`config.mk`:
```
export PLATFORM = sky130hd
export DESIGN_NAME = ps2_rx_ctrl
export DESIGN_NICKNAME = d
export VERILOG_FILES = /design/src/rtl/ps2_rx_ctrl.sv
export SDC_FILE = /design/constraint.sdc
export NUM_CORES = 1
export LEC_CHECK = 0
export CORE_UTILIZATION = 40
export CTS_CLUSTER_DIAMETER = 60
export DETAILED_ROUTE_END_ITERATION = 10
export HOLD_SLACK_MARGIN = 0.12
export PLACE_DENSITY = 0.57
export RECOVER_POWER = 50
export SETUP_SLACK_MARGIN = 0.05
export SLEW_MARGIN = 15
export SYNTH_ARGS = -nofsm -noshare
export SYNTH_HDL_FRONTEND = slang
export SYNTH_SLANG_ARGS = --single-unit
```
`constraint.sdc`:
```
create_clock -name clk -period 2.02 [get_ports clk]
set_input_delay 0.505 -clock clk [delete_from_list [all_inputs] [get_ports clk]]
set_output_delay 0.505 -clock clk [all_outputs]
set_load 0.01 [all_outputs]
```
`src/rtl/ps2_rx_ctrl.sv`:
```
// PS/2 keyboard receive controller: synchronises and deglitches the keyboard lines,
// frames the 11-bit device-to-host word and emits verified bytes as one-cycle valid pulses.
module ps2_rx_ctrl #(
    parameter int FILTER_CYCLES  = 16,
    parameter int TIMEOUT_CYCLES = 50000
) (
    input  logic       clk,
    input  logic       rst_n,
    input  logic       ps2_clk,
    input  logic       ps2_data,
    input  logic       rx_en,
    output logic [7:0] data,
    output logic       valid,
    output logic       frame_err,
    output logic       busy
);

    localparam int TW = $clog2(TIMEOUT_CYCLES + 1);
    localparam logic [7:0]    FLT_LAST = 8'(FILTER_CYCLES - 1);
    localparam logic [TW-1:0] TMO_LAST = TW'(TIMEOUT_CYCLES - 1);
    localparam logic [TW-1:0] TMO_ONE  = TW'(1);

    typedef enum logic [1:0] {IDLE, DATA, PARITY, STOP} state_t;

    logic          ps2_clk_p0, ps2_clk_p1, ps2_clk_p2;
    logic          ps2_data_p0, ps2_data_p1;
    logic          flt_clk;
    logic [7:0]    flt_cnt;
    logic          fall;

    state_t        state, state_n;
    logic [7:0]    shreg, shreg_n;
    logic [2:0]    bit_cnt, bit_cnt_n;
    logic          parity_bit, parity_n;
    logic [TW-1:0] tmo_cnt, tmo_n;
    logic [7:0]    data_n;
    logic          valid_n, ferr_n;

    // Stage p0/p1: two-flop synchronisers; p2 keeps the previous synced clock for change detection
    always_ff @(posedge clk or negedge rst_n) begin
        if (!rst_n) begin
            ps2_clk_p0  <= 1'b1;
            ps2_clk_p1  <= 1'b1;
            ps2_clk_p2  <= 1'b1;
            ps2_data_p0 <= 1'b1;
            ps2_data_p1 <= 1'b1;
        end else begin
            ps2_clk_p0  <= ps2_clk;
            ps2_clk_p1  <= ps2_clk_p0;
            ps2_clk_p2  <= ps2_clk_p1;
            ps2_data_p0 <= ps2_data;
            ps2_data_p1 <= ps2_data_p0;
        end
    end

    // Glitch filter: the synced clock must hold a new level steadily before flt_clk follows
    always_ff @(posedge clk or negedge rst_n) begin
        if (!rst_n) begin
            flt_clk <= 1'b1;
            flt_cnt <= 8'd0;
            fall    <= 1'b0;
        end else begin
            fall <= 1'b0;
            if ((ps2_clk_p1 == flt_clk) || (ps2_clk_p1 != ps2_clk_p2)) begin
                flt_cnt <= 8'd0;
            end else if (flt_cnt == FLT_LAST) begin
                flt_clk <= ps2_clk_p1;
                flt_cnt <= 8'd0;
                fall    <= ~ps2_clk_p1;
            end else begin
                flt_cnt <= flt_cnt + 8'd1;
            end
        end
    end

    // Frame sequencer state and datapath registers
    always_ff @(posedge clk or negedge rst_n) begin
        if (!rst_n) begin
            state      <= IDLE;
            shreg      <= 8'd0;
            bit_cnt    <= 3'd0;
            parity_bit <= 1'b0;
            tmo_cnt    <= '0;
            data       <= 8'h00;
            valid      <= 1'b0;
            frame_err  <= 1'b0;
        end else begin
            state      <= state_n;
            shreg      <= shreg_n;
            bit_cnt    <= bit_cnt_n;
            parity_bit <= parity_n;
            tmo_cnt    <= tmo_n;
            data       <= data_n;
            valid      <= valid_n;
            frame_err  <= ferr_n;
        end
    end

    always_comb begin
        state_n   = state;
        shreg_n   = shreg;
        bit_cnt_n = bit_cnt;
        parity_n  = parity_bit;
        data_n    = data;
        valid_n   = 1'b0;
        ferr_n    = 1'b0;
        tmo_n     = ((state == IDLE) || fall) ? '0 : tmo_cnt + TMO_ONE;

        unique case (state)
            IDLE: begin
                if (fall && !ps2_data_p1 && rx_en) begin
                    state_n   = DATA;
                    bit_cnt_n = 3'd0;
                end
            end
            DATA: begin
                if (fall) begin
                    shreg_n   = {ps2_data_p1, shreg[7:1]};
                    bit_cnt_n = bit_cnt + 3'd1;
                    if (bit_cnt == 3'd7) begin
                        state_n = PARITY;
                    end
                end
            end
            PARITY: begin
                if (fall) begin
                    parity_n = ps2_data_p1;
                    state_n  = STOP;
                end
            end
            STOP: begin
                if (fall) begin
                    // Odd parity over data plus parity bit, and a high stop bit
                    if (ps2_data_p1 && (^{shreg, parity_bit})) begin
                        data_n  = shreg;
                        valid_n = 1'b1;
                    end else begin
                        ferr_n = 1'b1;
                    end
                    state_n = IDLE;
                end
            end
            default: state_n = IDLE;
        endcase

        // A stalled frame is aborted; a coincident fall takes priority
        if ((state != IDLE) && !fall && (tmo_cnt == TMO_LAST)) begin
            state_n = IDLE;
            ferr_n  = 1'b1;
            valid_n = 1'b0;
            tmo_n   = '0;
        end
    end

    assign busy = (state != IDLE);

endmodule

```
==> run summary <==
Slowest-stage cell, CP -> xnor3_2
worst endpoint required time -> 2.23 ns
synthesized cell area -> 2580 sq um
Max clock buf depth -> 2
Cell variety after synth -> 39
clock slew at reported path FFs -> 0.11 ns
DRT iter0 DRCs -> 34
area of the multi-input gates -> 1150 sq um
Clock Tree Root -> clkbuf_8
startpoint types -> flip-flop
most common cell after layout, fill and taps aside -> dfrtp_1
post-route setup slack -> 0.148 ns
Placer Congestion -> 0.732
GRT overflow -> 0
FP Rows -> 28
critical path type -> flip-flop to flip-flop
EDFF count, synth -> 0
Setup WS pre-CTS -> 0.0719 ns
Synth top area share -> 0.476
P per Cell Area -> 632 nW/um^2
yosys warns -> 0
Post-Syn Instances -> 223
final worst path period share -> 0.927
Sink Count -> 55
Worst VDD drop -> 0.456 mV
final setup violation count -> 0
pin count of the biggest net entering global routing -> 22
dpl hpwl -> 3050 um
Yosys top cell by area -> dfrtp_1
CTS tree -> built
Die Ht -> 82.3 um
worst hold-check slack -> 0.360 ns
Hold Path Depth -> 0
vias per inst -> 5.12
initial antenna violation count -> 0
Initial Util -> 0.425
register area -> 1380 sq um
core area -> 6060 sq um
setup TNS -> 0 ns
WL final -> 4250 um
Synth Flop Type -> dfrtp_1
first-pass GRT wire length -> 7590 um
commonest non-fill, non-tap cells in the layout -> dfrtp_1, nor2_1, mux2_2, nand2_1, clkdlybuf4s50_1
worst path cell trace -> xor2_1 > xnor3_2 > mux2i_4 > buf_12 > mux2_2
Buffers on Ports -> 15
hold crit path type -> flip-flop to flip-flop
Clk Latency, worst-skew pair -> 0.32 ns
Pleak -> 0.00136 uW
M1 WL -> 2070 um
Worst-Margin Slew -> 0.889 ns
Top Metal Used -> met4
Highest Clock Rate -> 534 MHz
max cap viols -> 0
asr flop ratio synth -> 1.00
# IOs -> 16
synthesized flop and latch total -> 55
RSZ-0062 raised after global routing -> no
syn avg cell area -> 11.6 sq um
reg2reg path depth -> 5
Hold Fails Final Rpt -> 0
H-tree levels -> 2
met3 wire length -> 134 um
Tmin final -> 1.87 ns
diode count -> 0
Routed Antenna Nets -> 0
number of global-route vias before repair -> 1693
Total GRT Usage -> 0.151
register area share after synthesis -> 0.537
Met2 Wirelength -> 2000 um
Tot Pwr -> 1900 uW
dominant cells by area after synthesis -> dfrtp_1, mux2_2, dfstp_2
worst clock skew -> 0.0147 ns
DR vias -> 1668
DRC Markers -> 0
status -> finished, final reports clean
die area -> 6770 sq um
final core occ -> 0.497
Slew Viols, Final -> 0
share of cells above drive strength 1 -> 0.167
CTS Buf Count -> 5
first-pass detailed-route iteration total -> 4
Area Overhead vs Synth -> 16.8%
DIE WIDTH -> 82.3 um
max incr delay on CP -> 0.44 ns
flop2flop setup slack -> 0.15 ns
slew margin rel. -> 0.407
post-synth net total -> 237
Fill cells -> 547
Worst Setup End Kind -> flip-flop
crit-path max FO -> 9
average routed wire per standard cell -> 13.0 um
Critical Path AT -> 2.08 ns
final net count -> 264
routing by layer:
metal,up-vias,GRT usage
met4,0,0.0474
li1,840,-
met3,4,0.0396
met1,796,0.190
met2,28,0.250
met5,-,0
metrics by stage:
step / instances / area, sq um
CTS: 326 / 3020
global route: 326 / 3010
detailed placement: 314 / 2860
finish: 326 / 3010
global placement: 314 / 2860
floorplan: 223 / 2580
area by class of cell:
type                    instances  share of cell area
clock buffers                   5              0.0229
repair buffers                 24              0.0798
inverters                       8             0.00998
well taps                      75              0.0312
clock inverters                 3              0.0154
multi-input cells             156               0.381
flip-flops and latches         55               0.460
repair_timing:
item / CTS / global route
resized for setup: 1 / 0
endpoints found under the setup margin: 2 / 0
hold endpoints to repair: 12 / 0
setup buffers: 3 / 0
hold buffers: 1 / 0
cells by family (layout without fill, tap and decap cells):
| logic type | Yosys count | count (layout) | synth area share |
|---|---|---|---|
| compound gates | 28 | 28 | 0.0665 |
| xor+xnor | 21 | 21 | 0.0835 |
| fa+ha+maj | 9 | 9 | 0.0437 |
| buf+inv | 12 | 40 | 0.0180 |
| flops | 55 | 55 | 0.537 |
| mux | 19 | 19 | 0.0874 |
| simple gates | 79 | 79 | 0.164 |
cell usage after synthesis, drive strengths merged (2+ instances only):
library cell,number
xor2,10
mux2,18
a21oi,8
and2,5
nor2,20
nand2,14
dfstp,6
o31ai,2
ha,9
or4,2
or3,4
clkbuf,3
nand3,9
inv,8
a31oi,2
nor4bb,2
a22o,3
nand4,5
xnor2,9
o2bb2ai,2
and4,3
and3,4
o21ai,9
nor4,2
nor3,2
dfrtp,49
flip-flops by register name, indices dropped and copies added, names as in the netlist, 2 cells and up:
signal,count
state,2
bit_cnt,3
data,8
shreg,8
flt_cnt,8
tmo_cnt,16
power by group:
part	internal [uW]	switching (uW)	total, uW
combinational	14.5	28.4	42.9
sequential	1110	5.66	1120
clock	374	369	742
worst paths after layout:
check                                      startpoint                      to
worst max-delay path             shreg[1]$_DFFE_PN0P_     data[1]$_DFFE_PN0P_
worst min-delay path            ps2_data_p0$_DFF_PN1_   ps2_data_p1$_DFF_PN1_
worst max register to register   shreg[1]$_DFFE_PN0P_     data[1]$_DFFE_PN0P_
worst min register to register  ps2_data_p0$_DFF_PN1_   ps2_data_p1$_DFF_PN1_
max in group asynchronous                       rst_n    ps2_clk_p2$_DFF_PN1_
min in group asynchronous                       rst_n  bit_cnt[2]$_DFFE_PN0P_
critical path, delay by kind of cell (launching register included):
kind                      cells  cell delay, ns
xor gates and xnor gates      2            0.61
muxes                         2            0.58
DFF                           1            0.42
buffers and inverters         1            0.15
Note: power is estimated with default switching activity, not from simulation.
